<file path="src/rtl/cmd_cfg_master_if.sv">
// -----------------------------------------------------------------------------
// cmd_cfg_master_if
// Groups the command/response signals of cmd_cfg_master.
//   master modport : the cmd_cfg_master block itself
//                    in : send_cmd, cmd_data[23:0], RX, clr_rsp_rdy
//                    out: TX, tx_busy, tx_done, rsp_data[15:0], rsp_rdy, frm_err
//   slave modport  : the user/device side (mirror image of master)
// -----------------------------------------------------------------------------
interface cmd_cfg_master_if;
  logic        send_cmd;
  logic [23:0] cmd_data;
  logic        TX;
  logic        RX;
  logic        clr_rsp_rdy;
  logic        tx_busy;
  logic        tx_done;
  logic [15:0] rsp_data;
  logic        rsp_rdy;
  logic        frm_err;

  modport master (
    input  send_cmd, cmd_data, RX, clr_rsp_rdy,
    output TX, tx_busy, tx_done, rsp_data, rsp_rdy, frm_err
  );

  modport slave (
    output send_cmd, cmd_data, RX, clr_rsp_rdy,
    input  TX, tx_busy, tx_done, rsp_data, rsp_rdy, frm_err
  );
endinterface

</file>
<file path="src/rtl/cmd_cfg_master.sv">
// -----------------------------------------------------------------------------
// cmd_cfg_master
// Sends a 3-byte command packet (8N1, MSB byte first) on TX and collects a
// 2-byte response from RX. TX and RX paths are independent.
// Parameters:
//   BAUD_DIV : clocks per bit (8..4095)
//   GAP_BITS : idle bit-times allowed after response byte 0
// Ports:
//   clk  : system clock, rising edge
//   rst  : synchronous active-high reset
//   bus  : cmd_cfg_master_if.master (send_cmd, cmd_data, TX, RX, clr_rsp_rdy,
//          tx_busy, tx_done, rsp_data, rsp_rdy, frm_err)
// -----------------------------------------------------------------------------
module cmd_cfg_master #(
  parameter int BAUD_DIV = 868,
  parameter int GAP_BITS = 20
) (
  input  logic               clk,
  input  logic               rst,
  cmd_cfg_master_if.master   bus
);

  localparam int             HALF      = BAUD_DIV / 2;
  localparam int             GAP_CLKS  = GAP_BITS * BAUD_DIV;
  localparam int             GW        = $clog2(GAP_CLKS + 1);
  localparam logic [11:0]    BAUD_LAST = 12'(BAUD_DIV - 1);
  localparam logic [11:0]    HALF_LAST = 12'(HALF - 1);
  localparam logic [GW-1:0]  GAP_LAST  = GW'(GAP_CLKS - 1);

  typedef enum logic [1:0] {TX_IDLE, TX_START, TX_DATA, TX_STOP} tx_state_e;
  typedef enum logic [1:0] {RX_IDLE, RX_START, RX_DATA, RX_STOP} rx_state_e;

  // ---------------------------------------------------------------------------
  // TX path
  // ---------------------------------------------------------------------------
  tx_state_e   tx_state_q, tx_state_d;
  logic [11:0] tx_baud_q, tx_baud_d;
  logic [2:0]  tx_bit_q, tx_bit_d;
  logic [1:0]  tx_byte_q, tx_byte_d;
  logic [23:0] tx_data_q, tx_data_d;
  logic        tx_line_q, tx_line_d;
  logic        tx_done_q, tx_done_d;
  logic [7:0]  tx_next_byte;

  always_ff @(posedge clk) begin
    if (rst) begin
      tx_state_q <= TX_IDLE;
      tx_baud_q  <= '0;
      tx_bit_q   <= '0;
      tx_byte_q  <= '0;
      tx_data_q  <= '0;
      tx_line_q  <= 1'b1;
      tx_done_q  <= 1'b0;
    end else begin
      tx_state_q <= tx_state_d;
      tx_baud_q  <= tx_baud_d;
      tx_bit_q   <= tx_bit_d;
      tx_byte_q  <= tx_byte_d;
      tx_data_q  <= tx_data_d;
      tx_line_q  <= tx_line_d;
      tx_done_q  <= tx_done_d;
    end
  end

  always_comb begin
    tx_state_d   = tx_state_q;
    tx_baud_d    = tx_baud_q;
    tx_bit_d     = tx_bit_q;
    tx_byte_d    = tx_byte_q;
    tx_data_d    = tx_data_q;
    tx_done_d    = 1'b0;
    tx_line_d    = 1'b1;
    tx_next_byte = 8'h00;

    case (tx_state_q)
      TX_IDLE: begin
        // Data is only captured here, so requests during a packet are ignored.
        if (bus.send_cmd) begin
          tx_data_d  = bus.cmd_data;
          tx_state_d = TX_START;
          tx_baud_d  = '0;
          tx_bit_d   = '0;
          tx_byte_d  = '0;
        end
      end
      TX_START: begin
        if (tx_baud_q == BAUD_LAST) begin
          tx_baud_d  = '0;
          tx_bit_d   = '0;
          tx_state_d = TX_DATA;
        end else begin
          tx_baud_d = tx_baud_q + 12'd1;
        end
      end
      TX_DATA: begin
        if (tx_baud_q == BAUD_LAST) begin
          tx_baud_d = '0;
          if (tx_bit_q == 3'd7) tx_state_d = TX_STOP;
          else                  tx_bit_d   = tx_bit_q + 3'd1;
        end else begin
          tx_baud_d = tx_baud_q + 12'd1;
        end
      end
      TX_STOP: begin
        if (tx_baud_q == BAUD_LAST) begin
          tx_baud_d = '0;
          if (tx_byte_q == 2'd2) begin
            tx_state_d = TX_IDLE;
            tx_done_d  = 1'b1;
          end else begin
            // Next start bit follows the stop bit with no idle time.
            tx_byte_d  = tx_byte_q + 2'd1;
            tx_state_d = TX_START;
          end
        end else begin
          tx_baud_d = tx_baud_q + 12'd1;
        end
      end
      default: tx_state_d = TX_IDLE;
    endcase

    // The line is registered from the next-state values so TX, tx_busy and
    // tx_done all change on the same clock edge.
    case (tx_byte_d)
      2'd0:    tx_next_byte = tx_data_d[23:16];
      2'd1:    tx_next_byte = tx_data_d[15:8];
      default: tx_next_byte = tx_data_d[7:0];
    endcase

    case (tx_state_d)
      TX_START: tx_line_d = 1'b0;
      TX_DATA:  tx_line_d = tx_next_byte[tx_bit_d];
      default:  tx_line_d = 1'b1;
    endcase
  end

  assign bus.TX      = tx_line_q;
  assign bus.tx_busy = (tx_state_q != TX_IDLE);
  assign bus.tx_done = tx_done_q;

  // ---------------------------------------------------------------------------
  // RX path
  // ---------------------------------------------------------------------------
  logic            rx_meta_q, rx_sync_q, rx_prev_q;
  rx_state_e       rx_state_q, rx_state_d;
  logic [11:0]     rx_baud_q, rx_baud_d;
  logic [2:0]      rx_bit_q, rx_bit_d;
  logic [7:0]      rx_shift_q, rx_shift_d;
  logic [7:0]      rx_byte0_q, rx_byte0_d;
  logic            rx_have0_q, rx_have0_d;
  logic [GW-1:0]   rx_gap_q, rx_gap_d;
  logic [15:0]     rsp_data_q, rsp_data_d;
  logic            rsp_rdy_q, rsp_rdy_d;
  logic            frm_err_q, frm_err_d;

  // Two-flop synchronizer plus one history flop for falling-edge detection.
  // All three idle high so reset does not look like a start edge.
  always_ff @(posedge clk) begin
    if (rst) begin
      rx_meta_q <= 1'b1;
      rx_sync_q <= 1'b1;
      rx_prev_q <= 1'b1;
    end else begin
      rx_meta_q <= bus.RX;
      rx_sync_q <= rx_meta_q;
      rx_prev_q <= rx_sync_q;
    end
  end

  always_ff @(posedge clk) begin
    if (rst) begin
      rx_state_q <= RX_IDLE;
      rx_baud_q  <= '0;
      rx_bit_q   <= '0;
      rx_shift_q <= '0;
      rx_byte0_q <= '0;
      rx_have0_q <= 1'b0;
      rx_gap_q   <= '0;
      rsp_data_q <= '0;
      rsp_rdy_q  <= 1'b0;
      frm_err_q  <= 1'b0;
    end else begin
      rx_state_q <= rx_state_d;
      rx_baud_q  <= rx_baud_d;
      rx_bit_q   <= rx_bit_d;
      rx_shift_q <= rx_shift_d;
      rx_byte0_q <= rx_byte0_d;
      rx_have0_q <= rx_have0_d;
      rx_gap_q   <= rx_gap_d;
      rsp_data_q <= rsp_data_d;
      rsp_rdy_q  <= rsp_rdy_d;
      frm_err_q  <= frm_err_d;
    end
  end

  always_comb begin
    rx_state_d = rx_state_q;
    rx_baud_d  = rx_baud_q;
    rx_bit_d   = rx_bit_q;
    rx_shift_d = rx_shift_q;
    rx_byte0_d = rx_byte0_q;
    rx_have0_d = rx_have0_q;
    rx_gap_d   = rx_gap_q;
    rsp_data_d = rsp_data_q;
    frm_err_d  = 1'b0;
    // A completion below overrides this, so a set beats a same-cycle clear.
    rsp_rdy_d  = bus.clr_rsp_rdy ? 1'b0 : rsp_rdy_q;

    case (rx_state_q)
      RX_IDLE: begin
        if (rx_prev_q && !rx_sync_q) begin
          rx_state_d = RX_START;
          rx_baud_d  = '0;
        end else if (rx_have0_q) begin
          // Gap timer only runs while idle between byte 0 and byte 1.
          if (rx_gap_q == GAP_LAST) begin
            rx_have0_d = 1'b0;
            rx_gap_d   = '0;
            frm_err_d  = 1'b1;
          end else begin
            rx_gap_d = rx_gap_q + 1'b1;
          end
        end
      end
      RX_START: begin
        if (rx_baud_q == HALF_LAST) begin
          rx_baud_d = '0;
          if (rx_sync_q) begin
            rx_state_d = RX_IDLE;   // line back high mid start bit: glitch
          end else begin
            rx_state_d = RX_DATA;
            rx_bit_d   = '0;
          end
        end else begin
          rx_baud_d = rx_baud_q + 12'd1;
        end
      end
      RX_DATA: begin
        if (rx_baud_q == BAUD_LAST) begin
          rx_baud_d  = '0;
          rx_shift_d = {rx_sync_q, rx_shift_q[7:1]};
          if (rx_bit_q == 3'd7) rx_state_d = RX_STOP;
          else                  rx_bit_d   = rx_bit_q + 3'd1;
        end else begin
          rx_baud_d = rx_baud_q + 12'd1;
        end
      end
      RX_STOP: begin
        if (rx_baud_q == BAUD_LAST) begin
          rx_baud_d  = '0;
          rx_state_d = RX_IDLE;
          rx_gap_d   = '0;
          if (!rx_sync_q) begin
            frm_err_d  = 1'b1;
            rx_have0_d = 1'b0;
          end else if (!rx_have0_q) begin
            rx_byte0_d = rx_shift_q;
            rx_have0_d = 1'b1;
          end else begin
            rsp_data_d = {rx_byte0_q, rx_shift_q};
            rsp_rdy_d  = 1'b1;
            rx_have0_d = 1'b0;
          end
        end else begin
          rx_baud_d = rx_baud_q + 12'd1;
        end
      end
      default: rx_state_d = RX_IDLE;
    endcase
  end

  assign bus.rsp_data = rsp_data_q;
  assign bus.rsp_rdy  = rsp_rdy_q;
  assign bus.frm_err  = frm_err_q;

endmodule

</file>
<file path="src/flat_wrapper.sv">
// flat-port wrapper written by rule: the top's interface ports become plain ports
module cmd_cfg_master_flat 
#(
  parameter int BAUD_DIV = 868,
  parameter int GAP_BITS = 20
)
  (clk, rst, bus_send_cmd, bus_cmd_data, bus_RX, bus_clr_rsp_rdy, bus_TX, bus_tx_busy, bus_tx_done, bus_rsp_data, bus_rsp_rdy, bus_frm_err);
  cmd_cfg_master_if bus_i ();
  input  logic clk;
  input  logic rst;
  input wire logic [$bits(bus_i.send_cmd)-1:0] bus_send_cmd;
  input wire logic [$bits(bus_i.cmd_data)-1:0] bus_cmd_data;
  input wire logic [$bits(bus_i.RX)-1:0] bus_RX;
  input wire logic [$bits(bus_i.clr_rsp_rdy)-1:0] bus_clr_rsp_rdy;
  output wire logic [$bits(bus_i.TX)-1:0] bus_TX;
  output wire logic [$bits(bus_i.tx_busy)-1:0] bus_tx_busy;
  output wire logic [$bits(bus_i.tx_done)-1:0] bus_tx_done;
  output wire logic [$bits(bus_i.rsp_data)-1:0] bus_rsp_data;
  output wire logic [$bits(bus_i.rsp_rdy)-1:0] bus_rsp_rdy;
  output wire logic [$bits(bus_i.frm_err)-1:0] bus_frm_err;
  assign bus_i.send_cmd = bus_send_cmd;
  assign bus_i.cmd_data = bus_cmd_data;
  assign bus_i.RX = bus_RX;
  assign bus_i.clr_rsp_rdy = bus_clr_rsp_rdy;
  assign bus_TX = bus_i.TX;
  assign bus_tx_busy = bus_i.tx_busy;
  assign bus_tx_done = bus_i.tx_done;
  assign bus_rsp_data = bus_i.rsp_data;
  assign bus_rsp_rdy = bus_i.rsp_rdy;
  assign bus_frm_err = bus_i.frm_err;
  cmd_cfg_master #(.BAUD_DIV(BAUD_DIV), .GAP_BITS(GAP_BITS)) u_core (.clk(clk), .rst(rst), .bus(bus_i));
endmodule
</file>
<file path="config.mk">
export PLATFORM = sky130hd
export DESIGN_NAME = cmd_cfg_master_flat
export DESIGN_NICKNAME = d
export VERILOG_FILES = /design/src/rtl/cmd_cfg_master_if.sv /design/src/rtl/cmd_cfg_master.sv /design/src/flat_wrapper.sv
export SDC_FILE = /design/constraint.sdc
export NUM_CORES = 1
export LEC_CHECK = 0
export ABC_CLOCK_PERIOD_IN_PS = 2800
export CAP_MARGIN = 20
export CORE_ASPECT_RATIO = 0.75
export CORE_UTILIZATION = 54
export CTS_BUF_LIST = sky130_fd_sc_hd__clkbuf_8
export CTS_CLUSTER_DIAMETER = 50
export DETAILED_ROUTE_END_ITERATION = 10
export PLACE_DENSITY = 0.79
export SLEW_MARGIN = 20
export SYNTH_ARGS = -nofsm -noshare
export SYNTH_HDL_FRONTEND = slang
export SYNTH_SLANG_ARGS = --single-unit
</file>
<file path="constraint.sdc">
create_clock -name clk -period 2.8 [get_ports clk]
set_input_delay 0.56 -clock clk [delete_from_list [all_inputs] [get_ports clk]]
set_output_delay 0.56 -clock clk [all_outputs]
set_load 0.05 [all_outputs]
</file>
==> flow_results.xml, run 1 <==
<?xml version="1.0" encoding="UTF-8"?>
<metrics>
  <group name="outcome">
    <metric name="outcome" unit="">completed</metric>
  </group>
  <group name="global_routing">
    <metric name="antenna_found_initial" unit="">0</metric>
    <metric name="grt_use_met1" unit="%">34.0</metric>
    <metric name="track_usage" unit="%">25.3</metric>
    <metric name="use_met3" unit="%">6.71</metric>
    <metric name="vias_in_the_first_global_route" unit="">4430</metric>
    <metric name="overflow" unit="">0</metric>
    <metric name="wire_length_of_the_first_global_routing_pass" unit="um">20500</metric>
    <metric name="grt_most_used_layer" unit="">met2</metric>
    <metric name="global_routing_met2_resource_utilization" unit="%">41.3</metric>
    <metric name="maximum_number_of_pins_on_one_net_before_global_route_repair" unit="">32</metric>
  </group>
  <group name="sta">
    <metric name="worst_pin_slew" unit="ns">0.616</metric>
    <metric name="achievable-frequency" unit="MHz">363</metric>
    <metric name="drv_slew" unit="">0</metric>
    <metric name="worst_clock_skew" unit="ns">0.0100</metric>
    <metric name="fin_worst_hold_slack" unit="ns">0.426</metric>
    <metric name="finalHoldViolCount" unit="">0</metric>
    <metric name="final-setup-viol-count" unit="">0</metric>
    <metric name="worst_slew_margin" unit="%">58.6</metric>
    <metric name="grt_setup_unrepaired" unit="">yes</metric>
    <metric name="setup_ws" unit="ns">0.0452</metric>
    <metric name="finalCriticalPeriod" unit="ns">2.75</metric>
    <metric name="post_route_fraction_of_the_period_consumed_by_the_critical_path" unit="%">98.4</metric>
  </group>
  <group name="route">
    <metric name="via_count" unit="">4671</metric>
    <metric name="detailed_routing_iteration_count_for_the_pre_antenna_repair_pass" unit="">5</metric>
    <metric name="drt_wl_total" unit="um">12400</metric>
    <metric name="drc_errors" unit="">0</metric>
    <metric name="avgViaCountPerCell" unit="">5.55</metric>
    <metric name="ant_nets" unit="">0</metric>
    <metric name="wl_per_cell" unit="um">14.7</metric>
    <metric name="drt-initial-drc-count" unit="">275</metric>
  </group>
  <group name="logic_synthesis">
    <metric name="synthesis.instances" unit="">618</metric>
    <metric name="synth.distinct_cells" unit="">60</metric>
    <metric name="synthFlopType" unit="">sky130_fd_sc_hd__dfxtp_1</metric>
    <metric name="yosys_warnings" unit="">0</metric>
    <metric name="yosysSeqAreaShare" unit="%">42.9</metric>
    <metric name="number_of_enable_flip_flop_cells_after_synthesis" unit="">0</metric>
    <metric name="postSynth.asyncResetShare" unit="%">0</metric>
    <metric name="synth_area" unit="mm^2">0.00537</metric>
    <metric name="synth_seq_cells" unit="">115</metric>
    <metric name="syn_area_per_cell" unit="um^2">8.69</metric>
    <metric name="synth-simple-area-share" unit="%">24.9</metric>
    <metric name="netlist_top_cells_area" unit="">sky130_fd_sc_hd__dfxtp_1 43%, sky130_fd_sc_hd__nand2_1 7.5%, sky130_fd_sc_hd__a21oi_1 5.6%</metric>
    <metric name="yosys-top-cells-count" unit="">115 x sky130_fd_sc_hd__dfxtp_1, 107 x sky130_fd_sc_hd__nand2_1, 69 x sky130_fd_sc_hd__nor2_1, 60 x sky130_fd_sc_hd__a21oi_1, 27 x sky130_fd_sc_hd__nand3_1</metric>
    <metric name="synth_top_area_share" unit="%">42.9</metric>
    <metric name="yosys.area_share.adder" unit="%">4.43</metric>
    <metric name="synth.most_common_cell" unit="">sky130_fd_sc_hd__dfxtp_1</metric>
    <metric name="muxShareOfSynthArea" unit="%">8.25</metric>
    <metric name="netlist.top_cell.by_area" unit="">sky130_fd_sc_hd__dfxtp_1</metric>
    <metric name="synth_net_count" unit="">666</metric>
    <metric name="compound_gate_portion_of_the_synthesized_area" unit="%">11.6</metric>
    <metric name="synth-xor-area-share" unit="%">5.06</metric>
    <metric name="largest_family_of_logic_cells_by_synthesized_area" unit="">simple AND/OR/NAND/NOR gates</metric>
  </group>
  <group name="clocking">
    <metric name="cts_max_level" unit="">4</metric>
    <metric name="clock_latency" unit="ns">0.42</metric>
    <metric name="cts_buffers" unit="">17</metric>
    <metric name="clock_path_buffers" unit="">2</metric>
    <metric name="clkSlewWorstSetupHoldPaths" unit="ns">0.07</metric>
    <metric name="root_buffer" unit="">sky130_fd_sc_hd__clkbuf_8</metric>
    <metric name="cts-hold-fix-buffers" unit="">0</metric>
    <metric name="tritoncts_clock_tree" unit="">yes</metric>
    <metric name="cts.sinks" unit="">115</metric>
  </group>
  <group name="setup_path">
    <metric name="worst_path_max_delay_cell" unit="">sky130_fd_sc_hd__or4_4</metric>
    <metric name="critPathMaxFanout" unit="">4</metric>
    <metric name="timing.critical_path.max_delay_family" unit="">simple AND/OR/NAND/NOR gates</metric>
    <metric name="crit_buf_inv" unit="">1</metric>
    <metric name="worstPathCellList" unit="">or4_4, or3_4, nor4b_4, buf_4, mux4_2, mux2i_1, or4_1, a41o_1, o21ai_2</metric>
    <metric name="timing.critical_path.to_type" unit="">register</metric>
    <metric name="cp_slowest_stage_delay" unit="ns">0.56</metric>
    <metric name="worst-path-stages" unit="">9</metric>
    <metric name="worst-endpoint-required" unit="ns">3.15</metric>
    <metric name="setup.worst_path.start_class" unit="">register</metric>
    <metric name="worstRegToRegCells" unit="">9</metric>
    <metric name="cp.arrival" unit="ns">3.11</metric>
    <metric name="timing.setup.critical_path_class" unit="">reg -&gt; reg</metric>
  </group>
  <group name="finish">
    <metric name="proportion_of_layout_cells_with_a_drive_suffix_above_1" unit="%">14.5</metric>
    <metric name="utilization" unit="%">69.1</metric>
    <metric name="final-seq-area" unit="mm^2">0.00230</metric>
    <metric name="diodes" unit="">0</metric>
    <metric name="finish.cell_count_without_fillers" unit="">841</metric>
    <metric name="area.growth.synth_to_final" unit="%">24.3</metric>
    <metric name="stdcell_area" unit="mm^2">0.00667</metric>
    <metric name="area_of_the_multi_input_gates" unit="mm^2">0.00297</metric>
    <metric name="nets" unit="">745</metric>
    <metric name="fillerInstances" unit="">758</metric>
  </group>
  <group name="floorplan">
    <metric name="die_h" unit="um">88.3</metric>
    <metric name="coreArea" unit="mm^2">0.00966</metric>
    <metric name="ios" unit="">50</metric>
    <metric name="die-area" unit="mm^2">0.0103</metric>
    <metric name="fp.dieW" unit="um">117</metric>
    <metric name="placement_rows" unit="">31</metric>
    <metric name="initial_utilization" unit="%">55.6</metric>
  </group>
  <group name="pwr">
    <metric name="peakVddDrop" unit="uV">444</metric>
    <metric name="leakagePower" unit="nW">2.41</metric>
    <metric name="seq_power_share" unit="%">46.2</metric>
    <metric name="clock_power_share" unit="%">43.4</metric>
    <metric name="p_comb_share" unit="%">10.4</metric>
    <metric name="switching_share" unit="%">24.0</metric>
    <metric name="cell_internal_pwr" unit="mW">2.82</metric>
    <metric name="power.density_cell_area" unit="mW/mm^2">555</metric>
    <metric name="power_switching" unit="mW">0.887</metric>
  </group>
  <group name="hold_path">
    <metric name="whs_path_depth" unit="">1</metric>
    <metric name="hp-class" unit="">reg -&gt; reg</metric>
  </group>
  <group name="run">
    <metric name="max_cap_viol_count" unit="">0</metric>
  </group>
  <group name="place">
    <metric name="routabilityCongestion" unit="">0.867</metric>
    <metric name="post-place-cells" unit="">807</metric>
    <metric name="pre_cts_slack" unit="ns">0.0172</metric>
    <metric name="post_dp_cell_area" unit="mm^2">0.00617</metric>
    <metric name="dp_hpwl" unit="um">8650</metric>
    <metric name="place.port_buffers" unit="">49</metric>
  </group>
</metrics>
cell type report:
class                           instances  area share, %
Clock inverter                         10           1.97
Multi-Input combinational cell        463           44.6
Sequential cell                       115           34.5
Inverter                               16          0.900
Timing Repair Buffer                   84           11.2
Tap cell                              132           2.48
Clock buffer                           21           4.33
path summary, 6_finish.rpt:
kind | to | slack, ns | from
hold / removal | u_core.rx_sync_q$_SDFF_PP1_ | 0.43 | u_core.rx_meta_q$_SDFF_PP1_
setup reg to reg | u_core.bus.TX$_SDFF_PP1_ | 0.05 | u_core.tx_baud_q[2]$_SDFFE_PP0P_
setup / recovery | u_core.bus.TX$_SDFF_PP1_ | 0.05 | u_core.tx_baud_q[2]$_SDFFE_PP0P_
hold reg to reg | u_core.rx_sync_q$_SDFF_PP1_ | 0.43 | u_core.rx_meta_q$_SDFF_PP1_
kinds of logic after synthesis:
group	after synthesis
AND/OR/NAND/NOR	277
flip-flops	115
AO/OA/AOI/OAI	103
buffers and inverters	41
multiplexers	32
XOR/XNOR	31
adder cells (fa/ha/maj)	19
stage by stage:
stage | total power [mW] | setup TNS, ns
finish | 3.70 | 0
global route | 3.85 | -0.0904
CTS | 3.72 | 0
detailed placement | 2.12 | 0
global placement | 2.11 | 0
floorplan | 1.99 | 0
worst reg2reg max path, cell delays in order (launching register included):
cell                      delay [ns]
sky130_fd_sc_hd__dfxtp_2        0.32
sky130_fd_sc_hd__or4_4          0.57
sky130_fd_sc_hd__or3_4          0.39
sky130_fd_sc_hd__nor4b_4        0.34
sky130_fd_sc_hd__buf_4          0.18
sky130_fd_sc_hd__mux4_2         0.17
sky130_fd_sc_hd__mux2i_1        0.07
sky130_fd_sc_hd__or4_1          0.42
sky130_fd_sc_hd__a41o_1         0.20
sky130_fd_sc_hd__o21ai_2        0.05
sequential cells by signal, indices dropped and copies added (netlist names), named ones only:
signal,flops
u_core.rx_baud_q,12
u_core.bus.TX,1
u_core.rx_shift_q,8
u_core.bus.tx_done,1
u_core.bus.rsp_rdy,1
u_core.rx_bit_q,3
u_core.rx_sync_q,1
u_core.rx_byte0_q,8
u_core.tx_data_q,24
u_core.rx_meta_q,1
u_core.tx_byte_q,2
u_core.rx_prev_q,1
u_core.bus.rsp_data,16
u_core.tx_baud_q,12
u_core.rx_state_q,1
u_core.rx_gap_q,15
u_core.bus.frm_err,1
u_core.rx_have0_q,1
u_core.tx_bit_q,3
u_core.tx_state_q,2
power groups by stage:
| stage | clock, mW | sequential (mW) | combinational, mW |
|---|---|---|---|
| 2_1_floorplan | 0 | 1.74 | 0.243 |
| 3_3_place_gp | 0 | 1.74 | 0.364 |
| 3_5_place_dp | 0 | 1.75 | 0.374 |
| 4_1_cts | 1.63 | 1.71 | 0.377 |
| 5_1_grt | 1.72 | 1.71 | 0.420 |
| 6_report | 1.61 | 1.71 | 0.384 |
layer usage:
layer | vias up | wire length, um
li1 | 2314 | -
met1 | 2221 | 5870
met2 | 127 | 5800
met3 | 9 | 635
met4 | 0 | 77
met5 | - | 0
what timing repair did:
item / in CTS / in global routing
gates cloned: 0 / 1
pin swaps: 0 / 3
gates resized for setup: 1 / 8
endpoints found under the setup margin: 1 / 3
hold endpoints to repair: 0 / 0
buffers inserted: 0 / 2
cells in the final DEF (no fill, tap or decap), types with 8 or more instances in the layout:
cell type / count
sky130_fd_sc_hd__a21oi_1: 60
sky130_fd_sc_hd__buf_4: 35
sky130_fd_sc_hd__clkbuf_8: 21
sky130_fd_sc_hd__clkdlybuf4s50_1: 48
sky130_fd_sc_hd__dfxtp_1: 114
sky130_fd_sc_hd__ha_1: 18
sky130_fd_sc_hd__inv_1: 17
sky130_fd_sc_hd__mux2i_1: 18
sky130_fd_sc_hd__mux4_2: 9
sky130_fd_sc_hd__nand2_1: 107
sky130_fd_sc_hd__nand2b_1: 8
sky130_fd_sc_hd__nand3_1: 27
sky130_fd_sc_hd__nand4_1: 9
sky130_fd_sc_hd__nor2_1: 69
sky130_fd_sc_hd__nor3_1: 14
sky130_fd_sc_hd__o21ai_0: 8
sky130_fd_sc_hd__xnor2_1: 12
sky130_fd_sc_hd__xor2_1: 19
Power figures use the tool's default switching activity.
==> inputs of run 2 (changes only) <==
- ABC_CLOCK_PERIOD_IN_PS: 2800 -> 3130
- CORE_UTILIZATION: 54 -> 61
- DONT_BUFFER_PORTS: default -> 1
- GPL_ROUTABILITY_DRIVEN: default -> 0
- PLACE_DENSITY: 0.79 -> 0.77
- clock period: 2.8 -> 3.13 ns (I/O delays scaled with it)
==> flow_results.xml, run 2 (synthesized netlist as in run 1, its figures left out) <==
<?xml version="1.0" encoding="UTF-8"?>
<metrics>
  <group name="outcome">
    <metric name="outcome" unit="">completed</metric>
  </group>
  <group name="sta">
    <metric name="finalCriticalPeriod" unit="ns">2.89</metric>
    <metric name="final-setup-viol-count" unit="">0</metric>
    <metric name="drv_slew" unit="">0</metric>
    <metric name="grt_setup_unrepaired" unit="">no</metric>
    <metric name="worst_slew_margin" unit="%">50.5</metric>
    <metric name="worst_clock_skew" unit="ns">0.00860</metric>
    <metric name="achievable-frequency" unit="MHz">346</metric>
    <metric name="finalHoldViolCount" unit="">0</metric>
    <metric name="post_route_fraction_of_the_period_consumed_by_the_critical_path" unit="%">92.3</metric>
    <metric name="fin_setup_tns" unit="ns">0</metric>
    <metric name="worst_pin_slew" unit="ns">0.741</metric>
  </group>
  <group name="route">
    <metric name="drc_errors" unit="">0</metric>
    <metric name="wl_per_cell" unit="um">15.6</metric>
    <metric name="avgViaCountPerCell" unit="">5.90</metric>
    <metric name="drt_wl_total" unit="um">11600</metric>
    <metric name="ant_nets" unit="">0</metric>
    <metric name="wl_met2" unit="um">4960</metric>
    <metric name="highest-signal-layer" unit="">met4</metric>
    <metric name="wl_met3" unit="um">827</metric>
    <metric name="detailed_routing_iteration_count_for_the_pre_antenna_repair_pass" unit="">5</metric>
    <metric name="routed_metal_1_wire_length" unit="um">5760</metric>
    <metric name="via_count" unit="">4384</metric>
    <metric name="drt-initial-drc-count" unit="">351</metric>
  </group>
  <group name="run">
    <metric name="max_cap_viol_count" unit="">0</metric>
  </group>
  <group name="floorplan">
    <metric name="die_h" unit="um">83.2</metric>
    <metric name="coreArea" unit="mm^2">0.00849</metric>
    <metric name="ios" unit="">50</metric>
    <metric name="die-area" unit="mm^2">0.00918</metric>
    <metric name="initial_utilization" unit="%">63.2</metric>
    <metric name="fp.dieW" unit="um">110</metric>
    <metric name="placement_rows" unit="">29</metric>
  </group>
  <group name="pwr">
    <metric name="leakagePower" unit="nW">2.07</metric>
    <metric name="seq_power_share" unit="%">48.9</metric>
    <metric name="p_comb_share" unit="%">8.3</metric>
    <metric name="power_switching" unit="mW">0.772</metric>
    <metric name="clock_power_share" unit="%">42.8</metric>
    <metric name="cell_internal_pwr" unit="mW">2.37</metric>
    <metric name="peakVddDrop" unit="uV">421</metric>
    <metric name="switching_share" unit="%">24.6</metric>
    <metric name="power.density_cell_area" unit="mW/mm^2">534</metric>
  </group>
  <group name="setup_path">
    <metric name="setup.worst_path.start_class" unit="">register</metric>
    <metric name="critPathMaxFanout" unit="">9</metric>
    <metric name="critical_path.reg2reg.startpoint" unit="">u_core.tx_baud_q[2]$_SDFFE_PP0P_</metric>
    <metric name="worstPathCellList" unit="">or4_4, or3_4, nor4b_4, mux2_4, mux2_2, a22oi_1, a41o_1, o21ai_2</metric>
    <metric name="crit_buf_inv" unit="">0</metric>
    <metric name="timing.setup.critical_path_class" unit="">reg -&gt; reg</metric>
    <metric name="setup.worst_path.end" unit="">u_core.bus.TX$_SDFF_PP1_</metric>
    <metric name="cp.arrival" unit="ns">3.23</metric>
    <metric name="timing.critical_path.to_type" unit="">register</metric>
    <metric name="critical_path.reg2reg.endpoint" unit="">u_core.bus.TX$_SDFF_PP1_</metric>
    <metric name="worst-path-stages" unit="">8</metric>
    <metric name="worst-endpoint-required" unit="ns">3.47</metric>
    <metric name="timing.critical_path.max_delay_family" unit="">simple AND/OR/NAND/NOR gates</metric>
    <metric name="crit_path_start" unit="">u_core.tx_baud_q[2]$_SDFFE_PP0P_</metric>
    <metric name="worst_path_max_delay_cell" unit="">sky130_fd_sc_hd__or4_4</metric>
    <metric name="r2r_slack" unit="ns">0.24</metric>
    <metric name="cp_slowest_stage_delay" unit="ns">0.58</metric>
    <metric name="worstRegToRegCells" unit="">8</metric>
  </group>
  <group name="clocking">
    <metric name="tritoncts_clock_tree" unit="">yes</metric>
    <metric name="cts.sinks" unit="">115</metric>
    <metric name="clock_latency" unit="ns">0.43</metric>
    <metric name="cts_setup_buffers" unit="">0</metric>
    <metric name="clkSlewWorstSetupHoldPaths" unit="ns">0.07</metric>
    <metric name="cts_buffers" unit="">17</metric>
    <metric name="cts-hold-fix-buffers" unit="">0</metric>
    <metric name="clock_path_buffers" unit="">2</metric>
    <metric name="cts_max_level" unit="">4</metric>
    <metric name="root_buffer" unit="">sky130_fd_sc_hd__clkbuf_8</metric>
    <metric name="postCtsResizedCells" unit="">0</metric>
  </group>
  <group name="finish">
    <metric name="proportion_of_layout_cells_with_a_drive_suffix_above_1" unit="%">10.7</metric>
    <metric name="nets" unit="">671</metric>
    <metric name="largest_reg_flops" unit="">24</metric>
    <metric name="most_common_library_cell_in_the_layout_ignoring_fill_and_taps" unit="">sky130_fd_sc_hd__dfxtp_1</metric>
    <metric name="fillerInstances" unit="">680</metric>
    <metric name="final_cell_mix" unit="">115 x sky130_fd_sc_hd__dfxtp_1, 107 x sky130_fd_sc_hd__nand2_1, 69 x sky130_fd_sc_hd__nor2_1</metric>
    <metric name="final-seq-area" unit="mm^2">0.00230</metric>
    <metric name="stdcell_area" unit="mm^2">0.00588</metric>
    <metric name="max_flop_register" unit="">u_core.tx_data_q</metric>
    <metric name="area_of_the_multi_input_gates" unit="mm^2">0.00291</metric>
    <metric name="area.growth.synth_to_final" unit="%">9.56</metric>
  </group>
  <group name="global_routing">
    <metric name="track_usage" unit="%">27.8</metric>
    <metric name="maximum_number_of_pins_on_one_net_before_global_route_repair" unit="">86</metric>
    <metric name="antenna_found_initial" unit="">1</metric>
    <metric name="overflow" unit="">0</metric>
    <metric name="wire_length_of_the_first_global_routing_pass" unit="um">19800</metric>
    <metric name="vias_in_the_first_global_route" unit="">4077</metric>
  </group>
  <group name="hold_path">
    <metric name="hp-class" unit="">in -&gt; reg</metric>
  </group>
  <group name="place">
    <metric name="dp_hpwl" unit="um">8220</metric>
    <metric name="post_dp_cell_area" unit="mm^2">0.00549</metric>
    <metric name="place.port_buffers" unit="">0</metric>
  </group>
</metrics>
[run 2: cell types whose count changed in the layout (fill, tap and decap cells not counted), sizes merged]
cell	before	now
clkdlybuf4s50	48	0
buf	36	11
clkinv	3	5
clkinvlp	3	1
bufinv	3	2
clkbuf	21	20
diode	0	1
inv	17	18
mux2	6	5
[run 2: final cells by class]
cell class                 count  share of cell area, %
multi-input combinational    462                   49.5
sequential                   115                   39.1
clock buffer                  20                   4.68
tap                          108                   2.30
clock inverter                10                   1.89
timing repair buffer          11                   1.40
inverter                      16                   1.02
antenna                        1                 0.0426
[run 2: worst min path at each step]
stage | depth (start not counted) | end | start | slack, ns
2_1_floorplan | 1 | u_core.rx_sync_q$_SDFF_PP1_ | u_core.rx_meta_q$_SDFF_PP1_ | 0.39
3_3_place_gp | 1 | u_core.rx_sync_q$_SDFF_PP1_ | u_core.rx_meta_q$_SDFF_PP1_ | 0.40
3_5_place_dp | 1 | u_core.rx_sync_q$_SDFF_PP1_ | u_core.rx_meta_q$_SDFF_PP1_ | 0.40
4_1_cts | 1 | u_core.bus.rsp_data[4]$_SDFFE_PP0P_ | rst | 0.23
5_1_grt | 1 | u_core.bus.rsp_data[4]$_SDFFE_PP0P_ | rst | 0.23
6_report | 1 | u_core.rx_have0_q$_SDFFE_PP0P_ | rst | 0.26
[run 2: through the flow]
stage / hold slack [ns] / setup slack [ns] / cells / util, % / total power, mW
3_5_place_dp: 0.399 / 0.243 / 712 / 64.7 / 1.83
4_1_cts: 0.234 / 0.240 / 742 / 69.2 / 3.16
5_1_grt: 0.226 / 0.0912 / 742 / 69.2 / 3.27
2_1_floorplan: 0.389 / 0.429 / 618 / - / 1.78
6_report: 0.260 / 0.240 / 743 / 69.3 / 3.14
3_3_place_gp: 0.401 / 0.319 / 712 / 64.7 / 1.82
[run 2: metal layers]
| metal | up-vias | global-route usage, % |
|---|---|---|
| met5 | - | 0 |
| met3 | 8 | 10.2 |
| met2 | 128 | 37.8 |
| li1 | 2159 | - |
| met4 | 0 | 7.54 |
| met1 | 2089 | 41.1 |
[run 2: power groups by stage]
stage | clock network (mW) | registers (mW) | logic, mW
after floorplan | 0 | 1.56 | 0.217
after global routing | 1.44 | 1.54 | 0.294
after detailed placement | 0 | 1.57 | 0.259
final | 1.34 | 1.54 | 0.262
after global placement | 0 | 1.57 | 0.252
after CTS | 1.37 | 1.54 | 0.261
